## src/rtl/vec_lane_engine.sv

```systemverilog
// vec_lane_engine: streams A/B operand vectors, then computes add/sub/mul/acc on all lanes in one cycle.
module vec_lane_engine #(
  parameter int WIDTH = 8,
  parameter int LANES = 4
) (
  input  logic                     clk,
  input  logic                     rst,
  input  logic                     start,
  input  logic [1:0]               op,
  input  logic                     sat_en,
  input  logic                     clr_c,
  input  logic [WIDTH-1:0]         din,
  input  logic                     din_valid,
  output logic                     din_ready,
  output logic [LANES*WIDTH-1:0]   f,
  output logic                     f_valid,
  output logic                     done,
  output logic                     busy
);
  localparam int CW = LANES > 1 ? $clog2(LANES) : 1;
  localparam int XW = 2 * WIDTH + 2;
  localparam logic signed [XW-1:0] HI = {{(WIDTH + 3){1'b0}}, {(WIDTH - 1){1'b1}}};
  localparam logic signed [XW-1:0] LO = {{(WIDTH + 3){1'b1}}, {(WIDTH - 1){1'b0}}};
  typedef enum logic [1:0] {IDLE, LOAD_A, LOAD_B, EXEC} state_t;
  state_t state_q, state_d;
  logic [CW-1:0] cnt_q, cnt_d;
  logic [1:0] op_q, op_d;
  logic sat_q, sat_d, f_valid_q, f_valid_d, done_q, done_d, last;
  logic signed [WIDTH-1:0] a_q [LANES], a_d [LANES], b_q [LANES], b_d [LANES];
  logic signed [WIDTH-1:0] c_q [LANES], c_d [LANES], f_q [LANES], f_d [LANES], r [LANES];

  // XW bits hold every full-precision result exactly, so clamping is a plain compare
  function automatic logic signed [WIDTH-1:0] lane(input logic [1:0] o, input logic s,
      input logic signed [WIDTH-1:0] x, input logic signed [WIDTH-1:0] y, input logic signed [WIDTH-1:0] z);
    logic signed [XW-1:0] xe, ye, ze, w;
    xe = {{(XW - WIDTH){x[WIDTH-1]}}, x};
    ye = {{(XW - WIDTH){y[WIDTH-1]}}, y};
    ze = {{(XW - WIDTH){z[WIDTH-1]}}, z};
    w = o == 2'd0 ? xe + ye : o == 2'd1 ? xe - ye : o == 2'd2 ? xe * ye : xe + ye + ze;
    return s && w > HI ? HI[WIDTH-1:0] : s && w < LO ? LO[WIDTH-1:0] : w[WIDTH-1:0];
  endfunction

  always_comb begin
    state_d = state_q;
    cnt_d = cnt_q;
    op_d = op_q;
    sat_d = sat_q;
    f_valid_d = f_valid_q;
    done_d = 1'b0;
    a_d = a_q;
    b_d = b_q;
    c_d = c_q;
    f_d = f_q;
    last = cnt_q == CW'(LANES - 1);
    for (int i = 0; i < LANES; i++) r[i] = lane(op_q, sat_q, a_q[i], b_q[i], c_q[i]);
    case (state_q)
      IDLE: begin
        if (clr_c) for (int i = 0; i < LANES; i++) c_d[i] = '0;
        if (start) begin
          state_d = LOAD_A;
          op_d = op;
          sat_d = sat_en;
          f_valid_d = 1'b0;
          cnt_d = '0;
        end
      end
      LOAD_A, LOAD_B: begin
        if (din_valid) begin
          if (state_q == LOAD_A) a_d[cnt_q] = din;
          else b_d[cnt_q] = din;
          cnt_d = last ? '0 : cnt_q + 1'b1;
          if (last) state_d = state_q == LOAD_A ? LOAD_B : EXEC;
        end
      end
      EXEC: begin
        f_d = r;
        if (op_q == 2'b11) c_d = r;
        f_valid_d = 1'b1;
        done_d = 1'b1;
        state_d = IDLE;
      end
    endcase
  end

  always_ff @(posedge clk) begin
    if (rst) begin
      state_q <= IDLE;
      cnt_q <= '0;
      op_q <= '0;
      sat_q <= 1'b0;
      f_valid_q <= 1'b0;
      done_q <= 1'b0;
      for (int i = 0; i < LANES; i++) begin
        a_q[i] <= '0;
        b_q[i] <= '0;
        c_q[i] <= '0;
        f_q[i] <= '0;
      end
    end else begin
      state_q <= state_d;
      cnt_q <= cnt_d;
      op_q <= op_d;
      sat_q <= sat_d;
      f_valid_q <= f_valid_d;
      done_q <= done_d;
      a_q <= a_d;
      b_q <= b_d;
      c_q <= c_d;
      f_q <= f_d;
    end
  end

  always_comb begin
    f = '0;
    for (int i = 0; i < LANES; i++) f[i*WIDTH +: WIDTH] = f_q[i];
  end

  assign din_ready = state_q == LOAD_A || state_q == LOAD_B;
  assign busy = state_q != IDLE;
  assign f_valid = f_valid_q;
  assign done = done_q;
endmodule
```

## config.mk

```make
export PLATFORM = sky130hd
export DESIGN_NAME = vec_lane_engine
export DESIGN_NICKNAME = d
export VERILOG_FILES = /design/src/rtl/vec_lane_engine.sv
export SDC_FILE = /design/constraint.sdc
export NUM_CORES = 1
export LEC_CHECK = 0
export CAP_MARGIN = 20
export CORE_ASPECT_RATIO = 0.8
export CORE_UTILIZATION = 50
export DETAILED_ROUTE_END_ITERATION = 6
export PLACE_DENSITY_LB_ADDON = 0.1
export SYNTH_ARGS = -nofsm -noshare
export SYNTH_HDL_FRONTEND = slang
export SYNTH_SLANG_ARGS = --single-unit
```

## constraint.sdc

```tcl
create_clock -name clk -period 13.7 [get_ports clk]
set_input_delay 1.37 -clock clk [delete_from_list [all_inputs] [get_ports clk]]
set_output_delay 1.37 -clock clk [all_outputs]
set_load 0.02 [all_outputs]
```

### Yosys cells after proc, flatten, opt, wreduce, memory -nomap -nowiden

Cells that the tools add are included.

| word-level totals | value |
|---|---|
| register bits | 137 |
| bits in latches | 0 |
| memory bits (writable) | 0 |
| memory bits (read-only) | 0 |
| input bits | 16 |
| output and inout bits | 36 |
| word-level logic and storage cells | 125 |
| memories kept | 0 |

| cells by class | value |
|---|---|
| add/sub/neg operators | 13 |
| multiply operators | 4 |
| div/mod/pow operators | 0 |
| $lt $le $gt $ge | 10 |
| equality and inequality tests | 12 |
| shift operators | 0 |
| mux-type cells | 39 |
| bitwise logic cells | 2 |
| reductions and logical operators | 23 |

Operators by type and width:

| kind | count |
|---|---|
| two-way mux 18 bit | 12 |
| greater-than comparator 18 x 8 -> 1 bit, second input constant | 4 |
| < comparator 18 x 8 -> 1 bit, second input constant | 4 |
| two-way mux 8 bit | 9 |
| bitwise mux 32 bit | 2 |
| multiplier 8 x 8 -> 16 bit | 4 |
| two-way mux 32 bit | 2 |
| one-hot mux 32 bit (2 select lines) | 1 |
| adder 9 x 8 -> 10 bit | 4 |
| adder 8 x 8 -> 9 bit | 4 |
| subtractor 8 x 8 -> 9 bit | 4 |
| demux 8 bit (select 2 bit) | 1 |
| AND reduction 3 bit | 5 |
| two-way mux 2 bit | 6 |
| == test 2 bit, second input constant | 5 |
| inequality test 2 bit, second input constant | 5 |
| logical AND 1 bit | 9 |
| one-hot mux 2 bit (3 select lines) | 1 |
| nonzero test 2 bit | 3 |
| == test 2 x 1 -> 1 bit, second input constant | 2 |
| logical NOT 2 bit | 2 |
| one-hot mux 2 bit (2 select lines) | 1 |
| AND reduction 2 bit | 2 |
| greater-or-equal comparator 3 bit, second input constant | 1 |
| other kinds (8) | 10 |

### Depth between registers and ports, before layout

Gate-level depths: netlist (run 1).

| logic depth | value |
|---|---|
| depth in word-level cells | 11 |
| depth in mapped cells | 22 |
| gate-level depth less buffers | 21 |

### Worst setup path after synthesis (run 1)

No wires, ideal clock.

| timing path | value |
|---|---|
| path kind | flip-flop to flip-flop |
| from | register a_q[7] (netlist name) |
| to | register c_q[6] (netlist name) |
| setup time | 122 ps |
| data arrival time | 5179 ps |
| data required time | 13578 ps |
| slack | 8399 ps |
| stages on the path, launching flop included | 21 |
| buffers on the path | 1 |
| period minus slack after synthesis | 5301 ps |
| cell sequence | dfxtp_1 -> inv_1 -> nor2_1 -> fa_1 -> inv_1 -> fa_1 -> inv_1 -> fa_1 -> inv_1 -> fa_1 -> inv_1 -> ha_1 -> or4_1 -> o32ai_1 -> mux2i_1 -> nor2_1 -> a31oi_1 -> o31ai_2 -> and2_1 -> buf_4 -> a221o_1 |

| on the way | value |
|---|---|
| word-level cells in the longest chain between the ends | 11 |
| elaborated cells on any way between the ends | 15 |
| classes of those cells | add/sub: 3; mul: 1; order compare: 2; mux: 7; reduce/logical: 2 |

RTL lines:

| element | line | source |
|---|---|---|
| start: declaration | 29 | `logic signed [WIDTH-1:0] a_q [LANES], a_d [LANES], b_q [LANES], b_d [LANES];` |
| start signal: indexed assignment | 94 | `a_q[i] <= '0;` |
| start signal: assignment | 106 | `a_q <= a_d;` |
| branches (longest 4 deep; another with multiplier 8 x 8 -> 16 bit) | -- |  |
| two-way mux 18 bit * | 39 | `w = o == 2'd0 ? xe + ye : o == 2'd1 ? xe - ye : o == 2'd2 ? xe * ye : xe + ye + ze;` |
| < comparator 18 x 8 -> 1 bit | 40 | `return s && w > HI ? HI[WIDTH-1:0] : s && w < LO ? LO[WIDTH-1:0] : w[WIDTH-1:0];` |
| logical AND 1 bit | 40 |  |
| two-way mux 8 bit | 40 |  |
| two-way mux 8 bit * | 40 |  |
| two-way mux 32 bit * | 77 | `if (op_q == 2'b11) c_d = r;` |
| one-hot mux 32 bit (2 select lines) * | 56 | `case (state_q)` |
| end signal: indexed assignment | 96 | `c_q[i] <= '0;` |
| end signal: assignment | 108 | `c_q <= c_d;` |
| end: declaration | 30 | `logic signed [WIDTH-1:0] c_q [LANES], c_d [LANES], f_q [LANES], f_d [LANES], r [LANES];` |

Mark *: on every way between the ends. The select of a mux whose other input is x is not followed.
A chain may end at the register's enable or synchronous reset.

### Worst setup path after layout (run 1)

| timing path | value |
|---|---|
| from | register b_q[3] (netlist name) |
| to | register f_q (netlist bit f[27]) |

| on the way | value |
|---|---|
| word-level cells in the longest chain between the ends | 9 |
| elaborated cells on any way between the ends | 13 |
| classes of those cells | add/sub: 3; mul: 1; order compare: 2; mux: 5; reduce/logical: 2 |

RTL lines:

| element | line | source |
|---|---|---|
| start: declaration | 29 |  |
| start signal: indexed assignment | 95 | `b_q[i] <= '0;` |
| start signal: assignment | 107 | `b_q <= b_d;` |
| branches (longest 4 deep; another with multiplier 8 x 8 -> 16 bit) | -- |  |
| two-way mux 18 bit * | 39 |  |
| < comparator 18 x 8 -> 1 bit | 40 |  |
| logical AND 1 bit | 40 |  |
| two-way mux 8 bit | 40 |  |
| two-way mux 8 bit * | 40 |  |
| end signal: indexed assignment | 97 | `f_q[i] <= '0;` |
| end signal: assignment | 109 | `f_q <= f_d;` |
| end: declaration | 30 |  |

Mark *: on every way between the ends.

==> impl_metrics.json, run 1 <==
{
  "cts_tree": "built",
  "seq_area_frac_synth": 0.130,
  "grt_max_degree": 81,
  "timing.final.max_slew_violations": 0,
  "postCtsResizedCells": 0,
  "place.detailed.hpwl_um": 48000,
  "crit_path_max_incr_delay_ns": 0.58,
  "via_count": 17800,
  "hold_buffers": 0,
  "hold_start": "f[25]",
  "core-area_mm2": 0.0410,
  "period_minus_slack_ns": 6.22,
  "utilization": 0.549,
  "ant_nets": 0,
  "wirelength_um": 60000,
  "setup_viol": 0,
  "area_growth_syn_to_layout_pct": 7.04,
  "status": "finished, violations left",
  "cp_max_fo": 7,
  "hp-class": "reg2reg",
  "syn_area_mm2": 0.0211,
  "root_buffer": "clkbuf_16",
  "maxSlewHeadroom": 0.384,
  "syn-num-nets": 3027,
  "worstReg2RegStart": "b_q[3]",
  "skew_ns": 0.0122,
  "required_ns": 14.08,
  "ys_warn_count": 0,
  "post_cts_buffers": 0,
  "io_pins": 52,
  "tightest_slew_ns": 0.921,
  "final_cells": 3108,
  "cap_violations": 0,
  "h-tree-depth": 4,
  "crit_path_start_kind": "register",
  "hold_viol": 0,
  "crit_top_cell": "fa_1",
  "synth_top_area_frac": 0.221,
  "io_buffer_count": 51,
  "rows": 66,
  "cts_num_sinks": 137,
  "numCtsBuffers": 17,
  "ys_types": 94,
  "end_kind": "register",
  "critPathSlowestCell": "fa_1",
  "yosys_register_bits": 137,
  "gp_congestion": 0.936,
  "power_uw": 1550,
  "crit_start": "b_q[3]",
  "finalNetCount": 3026,
  "clkLatencyLatePin_ns": 0.45,
  "max_freq_ghz": 0.161,
  "routed_via_density": 5.72,
  "track_usage": 0.288,
  "placedCellCount": 3076,
  "peakVddDrop_mv": 0.0797,
  "grt_pass1_wl_um": 96000,
  "p_per_area_mw_per_mm2": 69.0,
  "first_pass_iters": 7,
  "ctsLongestPathBuffers": 2,
  "async_flop_share": 0,
  "rsz0062_at_grt": "false",
  "die_w_um": 231,
  "power_leakage_uw": 0.0106,
  "cpLargestDelayFamily": "adder cells",
  "grt_overflow_total": 0,
  "routedWlPerCell_um": 19.3,
  "hold_ws_ns": 0.492,
  "grt_pass1_vias": 17500,
  "synth-edff-count": 0,
  "yosys_most_used_dff": "dfxtp_1",
  "drc": 2,
  "die_area_mm2": 0.0429,
  "cp.arrival_ns": 6.60,
  "synthTopCellsByArea": "fa_1 (22%), ha_1 (13%), dfxtp_1 (13%), inv_1 (7.8%), nand2_1 (3.9%)",
  "syn_inst": 2552,
  "fin_tns_setup_ns": 0,
  "die_height_um": 186,
  "yosys.area.top_type": "fa_1",
  "antenna_found_initial": 0,
  "synth.avg_cell_area_um2": 8.25,
  "min_period_over_period": 0.454,
  "drtIter0Drc": 1673,
  "crit_chain": "inv_1, nor2_1, fa_1, inv_1, fa_1, fa_1, fa_1, inv_1, ha_1, a211oi_1, o21ai_0, a41oi_2, xnor2_1, mux4_2, nand2b_1, a31oi_1, and2_1, a221o_1",
  "cp_num_buf_inv": 3,
  "num_antenna_cells": 0,
  "final_layout_size_suffix_gt1_frac": 0.0371,
  "start_util": 0.513,
  "violations": "design-rule violations",
  "critPathKind": "reg2reg",
  "cts.clk_slew.worst_paths_ns": 0.07
}
metal layers:
layer / part of all wire / track usage / routed length, µm / up-vias
met5: 0 / 0 / 0 / -
met3: 0.069 / 0.0499 / 4170 / 48
met4: 0.015 / 0.0628 / 884 / 0
met1: 0.48 / 0.422 / 29000 / 8708
met2: 0.43 / 0.440 / 25900 / 535
li1: - / - / - / 8479
cell usage in the layout (no fill, tap or decap), types with 7 or more instances in the layout:
cell type,count
nand3_1,29
clkbuf_16,17
ha_1,227
nor2_1,217
a211oi_1,35
nand2b_1,21
mux4_2,7
a21oi_1,130
buf_4,8
xnor2_1,73
inv_6,8
inv_1,437
and2_1,109
or3_1,7
o21ai_1,28
o21ai_0,106
o21bai_1,18
o21a_1,28
nor3b_1,9
o211ai_1,20
fa_1,232
clkdlybuf4s50_1,50
xor2_1,31
o31ai_1,9
a221o_1,40
a31oi_1,9
nand2_1,220
or4_1,7
dfxtp_1,135
nor4_1,9
nor3_1,30
nor2b_1,24
mux2i_1,45
a21o_1,31
worst register-to-register path, delay by kind of cell, from the launching register on:
family          cells  cell delay (ns)
buf+inv             3             0.49
flops               1             0.55
fa+ha+maj           5             2.43
simple gates        3             0.80
mux                 1             0.47
compound gates      5             1.30
xor+xnor            1             0.13
final cells by class:
type | instances | area [µm²]
sequential | 137 | 2750
clock buffer | 17 | 425
timing repair buffer | 61 | 592
clock inverter | 15 | 125
inverter | 441 | 1660
tap | 544 | 681
fill | 3885 | 18500
multi-input combinational | 1893 | 16300
report_power, final:
group	switching [µW]	internal (µW)	leakage [µW]
logic	421	229	0.00925
registers	41.2	419	0.00111
clock network	207	237	0.000266
synthesized netlist by cell type, types with 28 or more instances:
library cell  count
nor2_1          219
a21oi_1         130
nor3_1           30
o21a_1           28
mux2i_1          45
xnor2_1          73
nand3_1          29
o21ai_1          28
and2_1          109
a211oi_1         35
clkbuf_1         59
o21ai_0         106
dfxtp_1         137
fa_1            232
xor2_1           31
inv_1           437
nand2_1         220
ha_1            227
a21o_1           31
a221o_1          40
final timing paths:
path	slack, ns	endpoint	cells past startpoint
worst min register to register	0.49	f[25]	1
worst max register to register	7.48	f[27]	18
worst min-delay path	0.49	f[25]	1
worst max-delay path	7.48	f[27]	18
flip-flops by register name, summed over array words and instances (netlist names):
| name | flops |
|---|---|
| op_q | 2 |
| sat_q | 1 |
| done | 1 |
| b_q | 32 |
| f_valid | 1 |
| cnt_q | 2 |
| state_q | 2 |
| a_q | 32 |
| c_q | 32 |
| f | 32 |
cell families after synthesis:
group	synth area share
mux	0.0300
xor+xnor	0.0451
compound gates	0.184
fa+ha+maj	0.356
simple gates	0.160
flops	0.130
buf+inv	0.0952
stage by stage:
step / cell area, µm² / setup slack (ns)
floorplan: 21100 / 8.40
global route: 22500 / 7.09
detailed placement: 22000 / 7.52
finish: 22500 / 7.48
CTS: 22500 / 7.47
global placement: 22000 / 7.66
Power figures use the tool's default switching activity.
==> run 2, diff against run 1 <==
clock period = 5.8 ns   (was 13.7 ns; I/O delays follow)
==> impl_metrics.json, run 2 (synthesis results as in run 1) <==
{
  "numCtsBuffers": 17,
  "drc": 0,
  "cts_num_sinks": 137,
  "place.detailed.hpwl_um": 48600,
  "timing.final.max_slew_violations": 0,
  "power_leakage_uw": 0.0108,
  "required_ns": 6.19,
  "grt_max_degree": 81,
  "worstReg2RegStart": "b_q[5]",
  "fillCellCount": 3789,
  "via_count": 17900,
  "final_cells": 3144,
  "max_freq_ghz": 0.179,
  "skew_ns": 0.0145,
  "end_kind": "register",
  "ant_nets": 0,
  "fin_tns_setup_ns": 0,
  "hold_viol": 0,
  "die_w_um": 231,
  "h-tree-depth": 4,
  "hp-class": "reg2reg",
  "final_cell_mix": "inv_1 (433), fa_1 (231), ha_1 (224)",
  "grt_overflow_total": 0,
  "grt_pass1_vias": 17600,
  "crit-reg2reg-capture": "f[26]",
  "io_pins": 52,
  "mostFrequentLayoutCell": "inv_1",
  "routed_via_density": 5.70,
  "peakVddDrop_mv": 0.231,
  "maxSlewHeadroom": 0.291,
  "cap_violations": 0,
  "grt_pass1_wl_um": 97400,
  "first_pass_iters": 6,
  "track_usage": 0.291,
  "ff2ff_setup_slack_ns": 0.21,
  "start_util": 0.513,
  "crit_start": "b_q[5]",
  "p_per_area_mw_per_mm2": 164,
  "root_buffer": "clkbuf_16",
  "drtIter0Drc": 1365,
  "wirelength_um": 60600,
  "crit_top_cell": "fa_1",
  "worstRegToRegCells": 18,
  "crit_chain": "ha_1, fa_1, fa_1, fa_1, inv_1, fa_1, inv_1, ha_1, a211oi_1, o21ai_0, a41oi_2, xnor2_1, mux4_2, and2_1, o31ai_2, buf_4, and2_1, a221o_1",
  "routedWlPerCell_um": 19.3,
  "gp_congestion": 0.929,
  "rows": 66,
  "clkLatencyLatePin_ns": 0.44,
  "num_antenna_cells": 0,
  "hold_ws_ns": 0.493,
  "io_buffer_count": 51,
  "finalNetCount": 3062,
  "placedCellCount": 3108,
  "ctsLongestPathBuffers": 2,
  "cp_max_fo": 7,
  "cp.arrival_ns": 5.97,
  "critPathSlowestCell": "fa_1",
  "hold_buffers": 0,
  "die_area_mm2": 0.0429,
  "final_layout_size_suffix_gt1_frac": 0.0673,
  "core-area_mm2": 0.0410,
  "utilization": 0.560,
  "area_growth_syn_to_layout_pct": 9.15,
  "cts_tree": "built",
  "min_period_over_period": 0.963,
  "critPathKind": "reg2reg",
  "crit_path_start_kind": "register",
  "setup_slack_ns": 0.212,
  "crit_end": "f[26]",
  "cts.clk_slew.worst_paths_ns": 0.07,
  "status": "completed",
  "die_height_um": 186,
  "tightest_slew_ns": 1.06,
  "dp_slack_ns": -0.0793,
  "setup_viol": 0,
  "antenna_found_initial": 0,
  "crit_path_max_incr_delay_ns": 0.55,
  "period_minus_slack_ns": 5.59
}
-- run 2: cell types whose count changed in the layout (fill, tap and decap cells not counted), moves of 3 or more --
cell / before / now
dfxtp_2: 2 / 19
ha_2: 0 / 3
dfxtp_1: 135 / 117
nor2_2: 3 / 8
clkinv_4: 0 / 3
ha_1: 227 / 224
inv_2: 0 / 4
buf_4: 8 / 44
inv_1: 437 / 433
o41ai_1: 4 / 1
o41ai_2: 1 / 4
nor2_1: 217 / 212
-- run 2: worst min-delay path by stage --
stage                     depth (start not counted)     from  slack (ns)  endpoint
after floorplan                                   2  c_q[23]        0.46   c_q[23]
after global placement                            1  c_q[20]        0.48   c_q[20]
after detailed placement                          1    f[25]        0.48     f[25]
after CTS                                         1    f[25]        0.49     f[25]
after global routing                              1    f[25]        0.50     f[25]
final                                             1    f[25]        0.49     f[25]
-- run 2: layout make-up --
type / count / area [µm²] / share of cell area
clock buffers: 17 / 425 / 0.0185
clock inverters: 15 / 155 / 0.00675
inverters: 441 / 1660 / 0.0724
multi-input cells: 1893 / 16400 / 0.715
flip-flops and latches: 137 / 2770 / 0.121
well taps: 544 / 681 / 0.0296
repair buffers: 97 / 862 / 0.0375
-- run 2: through the flow --
step / power (µW) / area [µm²]
after floorplan: 2160 / 21100
after CTS: 3730 / 22800
final: 3760 / 23000
after global placement: 2590 / 22200
after detailed placement: 2620 / 22200
after global routing: 3990 / 23000
-- run 2: routing by layer --
metal | share of wire | vias up | GRT usage
met3 | 0.077 | 45 | 0.0512
met1 | 0.49 | 8746 | 0.435
met4 | 0.011 | 0 | 0.0437
met5 | 0 | - | 0
li1 | - | 8550 | -
met2 | 0.42 | 588 | 0.442
-- run 2: critical path: cells and delay by family (launching register included) --
kind | cells | cell delay (ns)
DFF | 1 | 0.52
xor gates and xnor gates | 1 | 0.10
adders and majority gates | 6 | 2.71
and+or+nand+nor | 2 | 0.41
buffers and inverters | 3 | 0.28
muxes | 1 | 0.47
AOI/OAI and AO/OA | 5 | 1.05
-- run 2: timing repair --
action | 4_1_cts | 5_1_grt
endpoints found under the setup margin | 9 | 57
gates resized for setup | 1 | 48
pin swaps | 1 | 7
gates cloned | 0 | 0
setup buffers | 0 | 4
-- run 2: power by group --
group / switching (µW) / leakage, µW / total (µW) / internal [µW]
clock network: 501 / 0.000285 / 1110 / 608
logic: 1000 / 0.00944 / 1560 / 560
registers: 98.1 / 0.00112 / 1090 / 992
==> run 3, diff against run 2 <==
CTS_CLUSTER_SIZE = 40   (was default)
==> results of run 3 <==
The final DEF is identical to that of run 2; final timing and power are the same.
